File: config.mk
export PLATFORM = sky130hd
export DESIGN_NAME = yolo_axis_in_buf
export DESIGN_NICKNAME = d
export VERILOG_FILES = /design/src/rtl/yolo_stream_pkg.sv /design/src/rtl/yolo_sync_fifo.sv /design/src/rtl/yolo_axis_in_buf.sv
export SDC_FILE = /design/constraint.sdc
export NUM_CORES = 1
export LEC_CHECK = 0
export BUFFER_PORTS_ARGS = -buffer_cell sky130_fd_sc_hd__buf_2
export CAP_MARGIN = 20
export CELL_PAD_IN_SITES_DETAIL_PLACEMENT = 1
export CELL_PAD_IN_SITES_GLOBAL_PLACEMENT = 1
export CORE_MARGIN = 2
export CORE_UTILIZATION = 38
export DETAILED_ROUTE_END_ITERATION = 16
export PLACE_DENSITY_LB_ADDON = 0.1
export SLEW_MARGIN = 5
export SYNTH_ARGS = -nofsm -noshare
export SYNTH_HDL_FRONTEND = slang
export SYNTH_SLANG_ARGS = --single-unit
File: constraint.sdc
create_clock -name aclk -period 3.8 [get_ports aclk]
set_input_delay 0.38 -clock aclk [delete_from_list [all_inputs] [get_ports aclk]]
set_output_delay 0.38 -clock aclk [all_outputs]
set_load 0.01 [all_outputs]
File: src/rtl/yolo_stream_pkg.sv
// Shared types and sizing helpers for the yolo stream buffers.
package yolo_stream_pkg;

  // Frame tracker state: waiting for the first beat of a frame, or inside one
  typedef enum logic [0:0] {
    IDLE     = 1'b0,
    IN_FRAME = 1'b1
  } frame_state_e;

  // Stored entry layout is {user, last, keep, data}
  function automatic int entry_width(input int tbits);
    return tbits + (tbits / 8) + 2;
  endfunction

  // Level counter must represent 0..DEPTH inclusive
  function automatic int level_width(input int depth);
    return $clog2(depth) + 1;
  endfunction

endpackage

File: src/rtl/yolo_sync_fifo.sv
// Single-clock first-word-fall-through FIFO with an occupancy level output.
// The head entry is visible on dout whenever empty_n is high; a write only
// becomes visible after the clock edge that stores it.
module yolo_sync_fifo
  import yolo_stream_pkg::*;
#(
  parameter int WIDTH = 8,
  parameter int DEPTH = 16,
  localparam int LVL_W = level_width(DEPTH),
  localparam int AW    = $clog2(DEPTH)
) (
  input  logic             clk,
  input  logic             rst_n,
  input  logic             push,
  input  logic [WIDTH-1:0] din,
  input  logic             pop,
  output logic [WIDTH-1:0] dout,
  output logic [LVL_W-1:0] level,
  output logic             full,
  output logic             empty_n
);

  logic [WIDTH-1:0] mem_r [DEPTH];
  logic [AW-1:0]    wr_ptr_r;
  logic [AW-1:0]    rd_ptr_r;
  logic [LVL_W-1:0] level_r;
  logic             push_ok_s;
  logic             pop_ok_s;

  // Guard both ports so overflow and underflow can never corrupt pointers
  always_comb begin
    push_ok_s = push & (level_r != LVL_W'(DEPTH));
    pop_ok_s  = pop & (level_r != {LVL_W{1'b0}});
  end

  // Storage array; contents are don't-care until written, so no reset
  always_ff @(posedge clk) begin
    if (push_ok_s) begin
      mem_r[wr_ptr_r] <= din;
    end
  end

  // Pointers wrap naturally because DEPTH is a power of two
  always_ff @(posedge clk or negedge rst_n) begin
    if (!rst_n) begin
      wr_ptr_r <= {AW{1'b0}};
      rd_ptr_r <= {AW{1'b0}};
    end else begin
      if (push_ok_s) begin
        wr_ptr_r <= wr_ptr_r + AW'(1);
      end
      if (pop_ok_s) begin
        rd_ptr_r <= rd_ptr_r + AW'(1);
      end
    end
  end

  // Occupancy count; a simultaneous push and pop leaves it unchanged
  always_ff @(posedge clk or negedge rst_n) begin
    if (!rst_n) begin
      level_r <= {LVL_W{1'b0}};
    end else begin
      case ({push_ok_s, pop_ok_s})
        2'b10:   level_r <= level_r + LVL_W'(1);
        2'b01:   level_r <= level_r - LVL_W'(1);
        default: level_r <= level_r;
      endcase
    end
  end

  assign dout    = mem_r[rd_ptr_r];
  assign level   = level_r;
  assign full    = (level_r == LVL_W'(DEPTH));
  assign empty_n = (level_r != {LVL_W{1'b0}});

endmodule

File: src/rtl/yolo_axis_in_buf.sv
// AXI4-Stream slave input buffer for yolo_core. Beats are stored in a FWFT
// FIFO and presented on the isif handshake. A frame tracker counts beats
// against cfg_frame_len, forces TLAST when the expected length is reached,
// and records sticky short/long frame errors plus a wrapping frame count.
module yolo_axis_in_buf
  import yolo_stream_pkg::*;
#(
  parameter int TBITS    = 64,
  parameter int TBYTE    = TBITS / 8,
  parameter int DEPTH    = 16,
  parameter int AFULL_TH = DEPTH - 2,
  parameter int LEN_W    = 16,
  localparam int LVL_W   = level_width(DEPTH),
  localparam int ENT_W   = entry_width(TBITS)
) (
  input  logic             aclk,
  input  logic             aresetn,
  input  logic             S_AXIS_MM2S_TVALID,
  output logic             S_AXIS_MM2S_TREADY,
  input  logic [TBITS-1:0] S_AXIS_MM2S_TDATA,
  input  logic [TBYTE-1:0] S_AXIS_MM2S_TKEEP,
  input  logic             S_AXIS_MM2S_TLAST,
  input  logic             S_AXIS_MM2S_TUSER,
  output logic [TBITS-1:0] isif_data_dout,
  output logic [TBYTE-1:0] isif_strb_dout,
  output logic             isif_last_dout,
  output logic             isif_user_dout,
  output logic             isif_empty_n,
  input  logic             isif_read,
  output logic [LVL_W-1:0] isif_level,
  output logic             isif_afull,
  input  logic [LEN_W-1:0] cfg_frame_len,
  input  logic             err_clr,
  output logic             err_short,
  output logic             err_long,
  output logic [LEN_W-1:0] frame_cnt
);

  frame_state_e     state_r;
  logic [LEN_W-1:0] beat_r;
  logic [LEN_W-1:0] len_r;
  logic [LEN_W-1:0] frame_cnt_r;
  logic             err_short_r;
  logic             err_long_r;
  logic             ready_en_r;

  logic             fifo_full_s;
  logic             push_s;
  logic [LEN_W-1:0] beat_now_s;
  logic [LEN_W-1:0] len_now_s;
  logic             hit_len_s;
  logic             terminal_s;
  logic             short_set_s;
  logic             long_set_s;
  logic [ENT_W-1:0] entry_in_s;
  logic [ENT_W-1:0] entry_out_s;

  // Hold TREADY low while in reset and for the first edge after release
  always_ff @(posedge aclk or negedge aresetn) begin
    if (!aresetn) begin
      ready_en_r <= 1'b0;
    end else begin
      ready_en_r <= 1'b1;
    end
  end

  assign S_AXIS_MM2S_TREADY = ready_en_r & ~fifo_full_s;
  assign push_s             = S_AXIS_MM2S_TVALID & S_AXIS_MM2S_TREADY;

  // Classify the incoming beat; the length is latched on the first beat only
  always_comb begin
    beat_now_s  = beat_r + LEN_W'(1);
    len_now_s   = len_r;
    if (state_r == IDLE) begin
      beat_now_s = LEN_W'(1);
      len_now_s  = cfg_frame_len;
    end else begin
      beat_now_s = beat_r + LEN_W'(1);
      len_now_s  = len_r;
    end
    hit_len_s   = (len_now_s != {LEN_W{1'b0}}) && (beat_now_s == len_now_s);
    terminal_s  = S_AXIS_MM2S_TLAST | hit_len_s;
    short_set_s = push_s & S_AXIS_MM2S_TLAST & (len_now_s != {LEN_W{1'b0}})
                  & (beat_now_s < len_now_s);
    long_set_s  = push_s & hit_len_s & ~S_AXIS_MM2S_TLAST;
  end

  // Frame tracker: beat counting, latched length and frame counter
  always_ff @(posedge aclk or negedge aresetn) begin
    if (!aresetn) begin
      state_r     <= IDLE;
      beat_r      <= {LEN_W{1'b0}};
      len_r       <= {LEN_W{1'b0}};
      frame_cnt_r <= {LEN_W{1'b0}};
    end else if (push_s) begin
      len_r <= len_now_s;
      if (terminal_s) begin
        state_r     <= IDLE;
        beat_r      <= {LEN_W{1'b0}};
        frame_cnt_r <= frame_cnt_r + LEN_W'(1);
      end else begin
        state_r     <= IN_FRAME;
        beat_r      <= beat_now_s;
      end
    end
  end

  // Sticky error flags; a new error wins over a clear in the same cycle
  always_ff @(posedge aclk or negedge aresetn) begin
    if (!aresetn) begin
      err_short_r <= 1'b0;
      err_long_r  <= 1'b0;
    end else begin
      if (short_set_s) begin
        err_short_r <= 1'b1;
      end else if (err_clr) begin
        err_short_r <= 1'b0;
      end
      if (long_set_s) begin
        err_long_r <= 1'b1;
      end else if (err_clr) begin
        err_long_r <= 1'b0;
      end
    end
  end

  assign entry_in_s = {S_AXIS_MM2S_TUSER, terminal_s, S_AXIS_MM2S_TKEEP, S_AXIS_MM2S_TDATA};

  yolo_sync_fifo #(
    .WIDTH (ENT_W),
    .DEPTH (DEPTH)
  ) u_fifo (
    .clk     (aclk),
    .rst_n   (aresetn),
    .push    (push_s),
    .din     (entry_in_s),
    .pop     (isif_read),
    .dout    (entry_out_s),
    .level   (isif_level),
    .full    (fifo_full_s),
    .empty_n (isif_empty_n)
  );

  assign isif_data_dout = entry_out_s[TBITS-1:0];
  assign isif_strb_dout = entry_out_s[TBITS +: TBYTE];
  assign isif_last_dout = entry_out_s[TBITS+TBYTE];
  assign isif_user_dout = entry_out_s[TBITS+TBYTE+1];
  assign isif_afull     = (isif_level >= LVL_W'(AFULL_TH));
  assign err_short      = err_short_r;
  assign err_long       = err_long_r;
  assign frame_cnt      = frame_cnt_r;

endmodule

==> results.md, run 1 <==
- Number of sinks handled by clock tree synthesis: 1249
- Final Hold Fails: 0
- Post-route core utilization: 45.4%
- Commonest register cell after synthesis: sky130_fd_sc_hd__edfxtp_1
- Cells after synthesis: 2025
- Critical Path AT: 3.21 ns
- Number of max-capacitance violations reported: 0
- Data required time at the worst endpoint: 3.42 ns
- Leftover overflow at the end of global routing: 0
- Total DRC errors in the routed layout: 0
- Transition at the pin with the smallest max-transition slack: 0.859 ns
- Gate family responsible for the most delay along the worst path: multiplexers
- Area of the core: 126000 um^2
- Vias in the first global route: 24900
- Routed wire length: 120 mm
- Share of flip-flops with an asynchronous set or reset after synthesis: 5.20%
- FP Rows: 130
- Total of flip-flops plus latches after synthesis: 1249
- Clock tree from TritonCTS: built
- Type of the worst setup path: flop to primary output
- IO buf count: 194
- Routability congestion estimate from global placement: 0.734
- Root buffer cell: sky130_fd_sc_hd__clkbuf_16
- Distinct cells, synth: 50
- Cell breakdown of the critical path: buf_12 -> buf_12 -> mux4_2 -> mux4_2 -> buf_2
- Result of the run: completed
- Pre-antenna DRT Iters: 7
- Leakage power: 18.7 nW
- Setup-violating endpoint count in the final report: 0
- Maximum number of pins on one net before global-route repair: 58
- Effective utilization at floorplan: 38.4%
- Antenna Violating Nets Remaining: 0
- Buffers and inverters on the worst path: 3
- Syn avg cell area: 23.9 um^2
- Maximum buffer depth of the clock tree: 3
- Synth-to-Final Area Change: 18.4%
- Rel. slew slack: 42.8%
- Total setup buffers inserted after CTS: 0
- Detail-routed via count per cell: 5.38
- Vias after detailed routing: 22500
- Final net count: 2549
- Slowest cell on the critical path: sky130_fd_sc_hd__dfrtp_4
- Post-synthesis net count: 2148
- Final worst path period need: 3.59 ns
- Maximum clock frequency: 279 MHz
- Power density of the placed cells: 705 nW/um^2
- Largest stage delay on the critical path: 0.64 ns
- Global-route wire length before repair: 176 mm
- Worst clock skew: 0.0205 ns
- Setup_tns: 0 ns
- Clock-pin slew of the registers on the worst-case setup and hold paths: 0.06 ns
- Count of routing violations after the opening detailed-route iteration: 1701
- DIE WIDTH: 361 um
- Final critical-path share of the clock period: 94.4%
- Number of synthesized flops with an enable pin: 1184
- H-tree levels: 4
- Clock insertion delay at the later pin of the skew report: 0.74 ns
- Global-route usage over all layers: 18.7%
- Post-DP HPWL: 65.6 mm
- Area of the die: 130000 um^2
- Post-synthesis instance area: 48300 um^2
- Top fanout value on the critical path: 26
- Share of layout cells above drive strength 1: 34.4%
- Detail-routed net length per standard cell: 28.6 um
- Max VDD drop: 0.408 mV
- Type of the tightest min-delay check: input pin to flop
- Post-synthesis sequential area ratio: 76.9%
- Max-slew violation total from the final report: 0
- Startpoint class of the critical path: flop
- Vertical die dimension: 361 um
- Number of top-level pins: 195
- Total clock buffers created by CTS: 137
- Initial antenna violation count: 14
- Yosys synthesis warning count: 0
- Worst Setup End Kind: primary output
[cell usage in the layout (no fill, tap or decap), types with 5 or more instances in the layout]
cell type | Yosys | routed
sky130_fd_sc_hd__a21oi_1 | 9 | 9
sky130_fd_sc_hd__mux2i_1 | 17 | 17
sky130_fd_sc_hd__dfrtp_1 | 65 | 61
sky130_fd_sc_hd__nor2_1 | 13 | 13
sky130_fd_sc_hd__nand2_1 | 34 | 34
sky130_fd_sc_hd__nand4_1 | 11 | 11
sky130_fd_sc_hd__dlygate4sd3_1 | 0 | 85
sky130_fd_sc_hd__inv_1 | 10 | 10
sky130_fd_sc_hd__clkinv_1 | 0 | 24
sky130_fd_sc_hd__nor4_1 | 9 | 8
sky130_fd_sc_hd__diode_2 | 0 | 6
sky130_fd_sc_hd__nor4_2 | 6 | 7
sky130_fd_sc_hd__xor2_1 | 25 | 25
sky130_fd_sc_hd__buf_2 | 20 | 194
sky130_fd_sc_hd__o21ai_0 | 11 | 11
sky130_fd_sc_hd__a21o_1 | 5 | 5
sky130_fd_sc_hd__and2_4 | 0 | 12
sky130_fd_sc_hd__xnor2_1 | 12 | 12
sky130_fd_sc_hd__buf_12 | 0 | 50
sky130_fd_sc_hd__ha_1 | 27 | 27
sky130_fd_sc_hd__edfxtp_1 | 1184 | 1184
sky130_fd_sc_hd__buf_4 | 2 | 31
sky130_fd_sc_hd__nand3_1 | 15 | 15
sky130_fd_sc_hd__a22o_1 | 16 | 16
sky130_fd_sc_hd__mux4_2 | 370 | 370
sky130_fd_sc_hd__clkbuf_1 | 45 | 36
sky130_fd_sc_hd__clkinv_2 | 0 | 23
sky130_fd_sc_hd__and2_1 | 25 | 13
sky130_fd_sc_hd__o21ai_1 | 9 | 9
sky130_fd_sc_hd__nor3_1 | 12 | 12
sky130_fd_sc_hd__clkbuf_16 | 0 | 141
[routing by layer]
metal	up-vias	part of all wire (%)	track usage, %
met1	12400	44	25.4
met2	428	50	31.2
li1	9506	-	-
met4	16	1.7	4.76
met5	-	0.096	0
met3	141	4.1	3.55
[flip-flops by register name, indices dropped and copies added (netlist names)]
register,cells
u_fifo.mem_r,1184
beat_r,16
frame_cnt,16
len_r,16
u_fifo.level,5
u_fifo.rd_ptr_r,4
u_fifo.wr_ptr_r,4
err_long,1
err_short,1
ready_en_r,1
state_r,1
[cells by family after synthesis]
| group | share of synthesized area (%) |
|---|---|
| buffers and inverters | 1.30 |
| AND/OR/NAND/NOR | 1.77 |
| other | 0.00776 |
| AO/OA/AOI/OAI | 0.880 |
| XOR/XNOR | 0.670 |
| flip-flops | 76.9 |
| adder cells (fa/ha/maj) | 0.740 |
| multiplexers | 17.7 |
[report_power, final]
| part | switching, mW | total [mW] | internal, mW |
|---|---|---|---|
| clock | 5.41 | 12.6 | 7.17 |
| combinational | 5.60 | 11.2 | 5.55 |
| sequential | 0.673 | 16.6 | 15.9 |
| total | 11.7 | 40.3 | 28.6 |
[tightest hold or removal path, stage by stage]
cell and delay, ns:
sky130_fd_sc_hd__buf_2 0.10, sky130_fd_sc_hd__mux2i_1 0.11, sky130_fd_sc_hd__o21ai_0 0.16
[what timing repair did]
action | CTS | global route
hold buffers | 85 | 0
hold endpoints to repair | 1196 | 0
resized for setup | 0 | 2
endpoints found under the setup margin | 0 | 1
[worst paths after layout]
kind / startpoint / to / slack (ns) / cells past startpoint
min: cfg_frame_len[4] / len_r[4]$_DFFE_PN0N_ / 0.05 / 3
max in group asynchronous: aresetn / u_fifo.level[3]$_DFFE_PN0P_ / 2.77 / 3
min reg2reg: frame_cnt[15]$_DFFE_PN0P_ / frame_cnt[15]$_DFFE_PN0P_ / 0.49 / 1
max reg2reg: beat_r[0]$_DFFE_PN0N_ / err_long$_DFFE_PN0P_ / 0.23 / 11
min in group asynchronous: aresetn / len_r[7]$_DFFE_PN0N_ / 0.22 / 2
max: u_fifo.rd_ptr_r[0]$_DFFE_PN0P_ / isif_data_dout[39] / 0.21 / 5
[layout make-up]
class | instances | area, um^2
diodes | 6 | 15.0
clock buffers | 179 | 3690
clock inverters | 68 | 556
fillers | 11400 | 68700
inverters | 11 | 41.3
multi-input cells | 667 | 10600
flip-flops and latches | 1249 | 37200
well taps | 1650 | 2060
repair buffers | 360 | 3060
[cell usage after synthesis, types with 12 or more instances]
cell,instances,area (um^2)
sky130_fd_sc_hd__xor2_1,25,219
sky130_fd_sc_hd__and2_1,25,156
sky130_fd_sc_hd__buf_2,20,100
sky130_fd_sc_hd__mux4_2,370,8330
sky130_fd_sc_hd__nor3_1,12,60.1
sky130_fd_sc_hd__nor2_1,13,48.8
sky130_fd_sc_hd__mux2i_1,17,170
sky130_fd_sc_hd__clkbuf_1,45,169
sky130_fd_sc_hd__nand2_1,34,128
sky130_fd_sc_hd__a22o_1,16,140
sky130_fd_sc_hd__ha_1,27,338
sky130_fd_sc_hd__nand3_1,15,75.1
sky130_fd_sc_hd__edfxtp_1,1184,35600
sky130_fd_sc_hd__xnor2_1,12,105
sky130_fd_sc_hd__buf_6,25,282
sky130_fd_sc_hd__dfrtp_1,65,1630
[through the flow]
| stage | setup WS [ns] | total power, mW | instance area, um^2 | hold WS, ns | cells |
|---|---|---|---|---|---|
| 2_1_floorplan | 0.297 | 24.2 | 48300 | 0.0844 | 2025 |
| 3_3_place_gp | 0.355 | 28.2 | 52100 | 0.460 | 3852 |
| 3_5_place_dp | 0.310 | 28.4 | 52100 | 0.470 | 3852 |
| 4_1_cts | 0.0804 | 41.1 | 57200 | 0.000449 | 4184 |
| 5_1_grt | -0.00278 | 42.2 | 57200 | 0.0206 | 4189 |
| 6_report | 0.212 | 40.3 | 57200 | 0.0488 | 4190 |
(Power assumes the default switching activity.)
==> inputs of run 2 (changes only) <==
--- a/config.mk
+++ b/config.mk
@@ -12,7 +12,7 @@
 export CORE_MARGIN = 2
 export CORE_UTILIZATION = 38
 export DETAILED_ROUTE_END_ITERATION = 16
-export PLACE_DENSITY_LB_ADDON = 0.1
+export PLACE_DENSITY = 0.65
 export SLEW_MARGIN = 5
 export SYNTH_ARGS = -nofsm -noshare
 export SYNTH_HDL_FRONTEND = slang
==> run 2 against run 1 <==
Effect of this change:
- die area stayed put
- core utilization hardly changed
- clock power is 3% higher
- non-clock buffer count is 7 lower
- fmax is 2.2% lower
- critical endpoint is now isif_data_dout[26]
- sequential share of layout area is 0.071 points higher
- critical path depth is 1 lower
- highest routed layer unchanged
- total power is 0.45% higher
- critical path type unchanged
- cell area is 0.11% lower
- cell count is 0.45% lower
==> results.md, run 2 (synthesized netlist as in run 1, its figures left out) <==
- Highest-count cells in the layout ignoring fill and taps: sky130_fd_sc_hd__edfxtp_1, sky130_fd_sc_hd__mux4_2, sky130_fd_sc_hd__buf_2, sky130_fd_sc_hd__clkbuf_16, sky130_fd_sc_hd__dlygate4sd3_1
- Root buffer cell: sky130_fd_sc_hd__clkbuf_16
- Final Hold Fails: 0
- Worst min-delay path startpoint: S_AXIS_MM2S_TDATA[12]
- FP Rows: 130
- GRT busiest layer: met2
- Number of sinks handled by clock tree synthesis: 1249
- Type of the tightest min-delay check: input pin to flop
- Clock tree from TritonCTS: built
- Global routing met1 resource utilization: 24.5%
- Vias in the first global route: 24900
- Final worst path period need: 3.67 ns
- Total clock buffers created by CTS: 134
- Power density of the placed cells: 709 nW/um^2
- Final cell count without fillers: 4171
- H-tree levels: 4
- Worst Setup End Kind: primary output
- Global Route met3 Usage: 3.06%
- DIE WIDTH: 361 um
- Initial antenna violation count: 10
- Count of routing violations after the opening detailed-route iteration: 1995
- Final critical-path share of the clock period: 96.6%
- Reg-to-reg critical path startpoint: beat_r[0]$_DFFE_PN0N_
- Max-slew violation total from the final report: 0
- Flip-flop count of the largest register after layout: 1184
- Pre-antenna DRT Iters: 5
- Global-route wire length before repair: 171 mm
- Maximum buffer depth of the clock tree: 3
- Routability congestion estimate from global placement: 0.735
- Post-Place Setup Slack: 0.273 ns
- Crit path launch: u_fifo.rd_ptr_r[1]$_DFFE_PN0P_
- Post-DP HPWL: 62.8 mm
- Share of layout cells above drive strength 1: 34.1%
- Synth-to-Final Area Change: 18.2%
- Startpoint class of the critical path: flop
- Total setup buffers inserted after CTS: 0
- Area of the die: 130000 um^2
- Cell depth of the worst flop-to-flop path: 11
- Transition at the pin with the smallest max-transition slack: 0.820 ns
- GR Layer Usage met2: 29.9%
- Maximum clock frequency: 272 MHz
- Vertical die dimension: 361 um
- FF-to-FF setup slack: 0.25 ns
- Detail-routed net length per standard cell: 27.6 um
- Type of the worst setup path: flop to primary output
- Filler cells: 11400
- Leftover overflow at the end of global routing: 0
- Vias after detailed routing: 22500
- Final Cell Area: 57100 um^2
- Worst clock skew: 0.0494 ns
- Total DRC errors in the routed layout: 0
- Global-route usage over all layers: 18.0%
- Number of top-level pins: 195
- Total placed instance area: 51900 um^2
- Critical Path AT: 3.29 ns
- Top reg by flops: u_fifo.mem_r
- Maximum number of pins on one net before global-route repair: 76
- Clock-pin slew of the registers on the worst-case setup and hold paths: 0.06 ns
- IO buf count: 194
- Worst slack on hold paths: 0.0676 ns
- Result of the run: completed
- Dpl cells: 3843
- Area of the core: 126000 um^2
- Leakage power: 18.7 nW
- Routed wire length: 115 mm
- Top fanout value on the critical path: 34
- Effective utilization at floorplan: 38.4%
- Setup-violating endpoint count in the final report: 0
- Reg-to-reg critical path endpoint: err_long$_DFFE_PN0P_
- Antenna Violating Nets Remaining: 0
- Clock insertion delay at the later pin of the skew report: 0.75 ns
- Leading cell type in the layout, fill and taps excluded: sky130_fd_sc_hd__edfxtp_1
- Max VDD drop: 0.376 mV
- Capture point of the worst path: isif_data_dout[26]
- Detail-routed via count per cell: 5.39
- Worst setup slack after layout: 0.130 ns
- Number of max-capacitance violations reported: 0
- Data required time at the worst endpoint: 3.42 ns
- Rel. slew slack: 45.4%
- Final net count: 2539
run 2: cell count changes in the layout (fill, tap and decap cells not counted), sizes merged:
| cell | before | now |
|---|---|---|
| clkbuf | 179 | 164 |
| buf | 275 | 266 |
| bufinv | 4 | 13 |
| diode | 6 | 1 |
| inv | 18 | 21 |
| clkinv | 54 | 52 |
| clkinvlp | 3 | 1 |
| dlygate4sd3 | 85 | 87 |
run 2: how the worst min path moves through the flow:
stage | to | cells after the start | slack [ns]
final | u_fifo.mem_r[11][12]$_DFFE_PP_ | 1 | 0.07
after global routing | u_fifo.mem_r[2][70]$_DFFE_PP_ | 1 | 0.05
after CTS | len_r[1]$_DFFE_PN0N_ | 3 | 0.01
after detailed placement | frame_cnt[15]$_DFFE_PN0P_ | 1 | 0.48
after global placement | len_r[10]$_DFFE_PN0N_ | 1 | 0.48
after floorplan | beat_r[0]$_DFFE_PN0N_ | 0 | 0.08
run 2: per-stage QoR:
step / power, mW / setup TNS, ns / utilization [%]
after floorplan: 24.2 / 0 / -
after global placement: 27.8 / 0 / 41.2
after detailed placement: 28.0 / 0 / 41.2
after CTS: 41.2 / 0 / 45.4
after global routing: 42.2 / -0.00826 / 45.4
final: 40.5 / 0 / 45.4
run 2: routing by layer:
layer	vias to the layer above	wire length (um)
met5	-	60
met4	10	2240
met3	149	5020
met2	581	58300
li1	9474	-
met1	12300	49500
run 2: cell type report:
type	count	area, um^2	area share, %
diodes	1	2.50	0.00438
clock buffers	164	3560	6.23
clock inverters	76	833	1.46
inverters	11	41.3	0.0723
multi-input cells	667	10600	18.5
flip-flops and latches	1249	37200	65.1
well taps	1650	2060	3.61
repair buffers	353	2860	5.00
run 2: where the power goes:
group          total [mW]  switching (mW)  internal (mW)
logic                10.9            5.43           5.47
registers            16.6           0.697           15.9
clock network        13.0            5.38           7.61
total                40.5            11.5           29.0
run 2: repair_timing:
action | 4_1_cts | 5_1_grt
endpoints found under the hold margin | 1174 | 0
hold buffers | 87 | 0
setup endpoints to repair | 0 | 19
resized for setup | 0 | 2
run 2: critical path, stage by stage, from the launching register on:
cell and delay (ns):
sky130_fd_sc_hd__dfrtp_4 0.91, sky130_fd_sc_hd__buf_4 0.50, sky130_fd_sc_hd__mux4_2 0.38, sky130_fd_sc_hd__mux4_2 0.53, sky130_fd_sc_hd__buf_2 0.17
==> inputs of run 3 (changes only) <==
--- a/config.mk
+++ b/config.mk
@@ -9,10 +9,10 @@
 export CAP_MARGIN = 20
 export CELL_PAD_IN_SITES_DETAIL_PLACEMENT = 1
 export CELL_PAD_IN_SITES_GLOBAL_PLACEMENT = 1
-export CORE_MARGIN = 2
 export CORE_UTILIZATION = 38
+export CTS_CLUSTER_DIAMETER = 120
 export DETAILED_ROUTE_END_ITERATION = 16
-export PLACE_DENSITY = 0.65
+export PLACE_DENSITY = 0.59
 export SLEW_MARGIN = 5
 export SYNTH_ARGS = -nofsm -noshare
 export SYNTH_HDL_FRONTEND = slang
==> run 3 against run 2 <==
Effect of this change:
- total power is 0.38% lower
- first-iteration DRC count is 8.0% lower
- critical path depth is 1 higher
- die area is 1.1% lower
- global-route usage is 0.37 points higher
- register-to-register slack worse by 0.05 ns
- cell count is 0.24% higher
- non-clock buffer count stayed put
- flip-flop and latch count stayed put
- combinational power hardly changed
- via count is 0.23% lower
- clock-buffer cell count is 8 higher
- critical endpoint is now isif_data_dout[43]
- largest cell class unchanged
==> results.md, run 3 (synthesized netlist as in run 1, its figures left out) <==
- Transition at the pin with the smallest max-transition slack: 1.05 ns
- Maximum clock frequency: 275 MHz
- Leading cell type in the layout, fill and taps excluded: sky130_fd_sc_hd__edfxtp_1
- Rel. slew slack: 29.8%
- Leftover overflow at the end of global routing: 0
- Routability congestion estimate from global placement: 0.744
- Cell breakdown of the critical path: buf_12 -> buf_12 -> mux4_2 -> mux4_2 -> buf_2
- Area of the core: 126000 um^2
- Global-route wire length before repair: 170 mm
- Largest stage delay on the critical path: 0.60 ns
- Number of top-level pins: 195
- Post-DP HPWL: 62.1 mm
- Root buffer cell: sky130_fd_sc_hd__clkbuf_16
- Final worst path period need: 3.64 ns
- Count of routing violations after the opening detailed-route iteration: 1836
- Worst slack on hold paths: 0.0658 ns
- H-tree levels: 4
- Unrepaired setup endpoints after global routing: false
- Net switching power figure: 11.5 mW
- Final critical-path share of the clock period: 95.7%
- IO buf count: 194
- Worst clock skew: 0.0369 ns
- Gate family responsible for the most delay along the worst path: multiplexers
- Initial antenna violation count: 6
- Startpoint class of the critical path: flop
- Overall power consumption: 40.4 mW
- Maximum number of pins on one net before global-route repair: 50
- Final Hold Fails: 0
- Vias after detailed routing: 22500
- Detail-routed net length per standard cell: 27.8 um
- Reg-to-reg critical path startpoint: beat_r[0]$_DFFE_PN0N_
- Vias in the first global route: 24700
- Routed wire length: 116 mm
- Power density of the placed cells: 706 nW/um^2
- Critical Path AT: 3.26 ns
- Total clock buffers created by CTS: 137
- Slowest cell on the critical path: sky130_fd_sc_hd__dfrtp_4
- Max VDD drop: 0.434 mV
- FP Rows: 130
- DIE WIDTH: 359 um
- Total DRC errors in the routed layout: 0
- Fraction of power spent switching nets: 28.6%
- Share of layout cells above drive strength 1: 33.9%
- Effective utilization at floorplan: 38.4%
- Clock insertion delay at the later pin of the skew report: 0.77 ns
- Antenna Violating Nets Remaining: 0
- Global-route usage over all layers: 18.3%
- Type of the tightest min-delay check: input pin to flop
- Detail-routed via count per cell: 5.37
- Vertical die dimension: 359 um
- Clock-pin slew of the registers on the worst-case setup and hold paths: 0.06 ns
- Type of the worst setup path: flop to primary output
- Flip-flop count of the largest register after layout: 1184
- Leakage power: 18.7 nW
- Power Internal: 28.8 mW
- Crit path launch: u_fifo.rd_ptr_r[0]$_DFFE_PN0P_
- Result of the run: completed
- Clock tree from TritonCTS: built
- Top reg by flops: u_fifo.mem_r
- Buffers and inverters on the worst path: 3
- Top fanout value on the critical path: 33
- Pre-antenna DRT Iters: 6
- Final net count: 2542
- Setup-violating endpoint count in the final report: 0
- Post-route core utilization: 45.4%
- Data required time at the worst endpoint: 3.42 ns
- Combinational share of power: 27.3%
- Share of total power in sequential cells: 41.1%
- Worst min-delay path startpoint: cfg_frame_len[13]
- Maximum buffer depth of the clock tree: 3
- Area of the die: 129000 um^2
- Synth-to-Final Area Change: 18.2%
- Clock group share of total power: 31.6%
- Setup_tns: 0 ns
- Number of max-capacitance violations reported: 0
- Worst Setup End Kind: primary output
- Max-slew violation total from the final report: 0
- Number of sinks handled by clock tree synthesis: 1249
- Highest-count cells in the layout ignoring fill and taps: sky130_fd_sc_hd__edfxtp_1, sky130_fd_sc_hd__mux4_2, sky130_fd_sc_hd__buf_2, sky130_fd_sc_hd__clkbuf_16, sky130_fd_sc_hd__dlygate4sd3_1
[run 3: power groups by stage]
stage | Combinational (mW) | Sequential (mW) | Clock, mW
after floorplan | 7.68 | 16.5 | 0
after global placement | 11.1 | 16.8 | 0
after detailed placement | 11.3 | 16.9 | 0
after CTS | 11.4 | 16.6 | 13.1
after global routing | 11.9 | 16.7 | 13.5
final | 11.0 | 16.6 | 12.8
[run 3: metal layers]
layer,vias up,global-route usage (%),share of wire (%)
met5,-,0,0.057
met4,8,4.85,1.6
met3,150,3.20,4.1
met2,506,30.6,51
met1,12300,24.9,44
li1,9469,-,-
[run 3: layout make-up]
cell class / instances / area [um^2]
fillers: 11500 / 68800
flip-flops and latches: 1249 / 37200
multi-input cells: 667 / 10600
clock buffers: 172 / 3630
repair buffers: 353 / 2940
well taps: 1650 / 2060
clock inverters: 76 / 669
inverters: 11 / 41.3
diodes: 3 / 7.51
[run 3: worst paths after layout]
| check | slack, ns | cells after the start | endpoint |
|---|---|---|---|
| max in group asynchronous | 2.34 | 5 | beat_r[3]$_DFFE_PN0N_ |
| worst max-delay path | 0.16 | 5 | isif_data_dout[43] |
| worst min register to register | 0.47 | 1 | frame_cnt[15]$_DFFE_PN0P_ |
| worst max register to register | 0.20 | 12 | err_long$_DFFE_PN0P_ |
| min in group asynchronous | 0.56 | 3 | len_r[14]$_DFFE_PN0N_ |
| worst min-delay path | 0.07 | 3 | len_r[13]$_DFFE_PN0N_ |
[run 3: worst register-to-register path, stage by stage, from the launching register on]
cell                            delay, ns
sky130_fd_sc_hd__dfrtp_1             0.43
sky130_fd_sc_hd__ha_1                0.23
sky130_fd_sc_hd__nand4_1             0.30
sky130_fd_sc_hd__nor3_1              0.35
sky130_fd_sc_hd__xor2_1              0.10
sky130_fd_sc_hd__and2_1              0.19
sky130_fd_sc_hd__ha_1                0.31
sky130_fd_sc_hd__nand4_1             0.21
sky130_fd_sc_hd__nor4_4              0.35
sky130_fd_sc_hd__buf_4               0.18
sky130_fd_sc_hd__nand2_1             0.06
sky130_fd_sc_hd__o32ai_1             0.23
sky130_fd_sc_hd__dlygate4sd3_1       0.59
[run 3: timing repair]
item | CTS | global route
endpoints found under the hold margin | 1222 | 8
hold buffers | 88 | 1
resized for setup | 0 | 2
setup buffers | 0 | 0
endpoints found under the setup margin | 0 | 1
[run 3: stage by stage]
stage	cell area (um^2)	instances	setup slack (ns)
floorplan	48300	2025	0.297
finish	57100	4181	0.162
global placement	51900	3840	0.397
detailed placement	51900	3840	0.322
CTS	57100	4176	0.0577
global route	57100	4178	0.00597
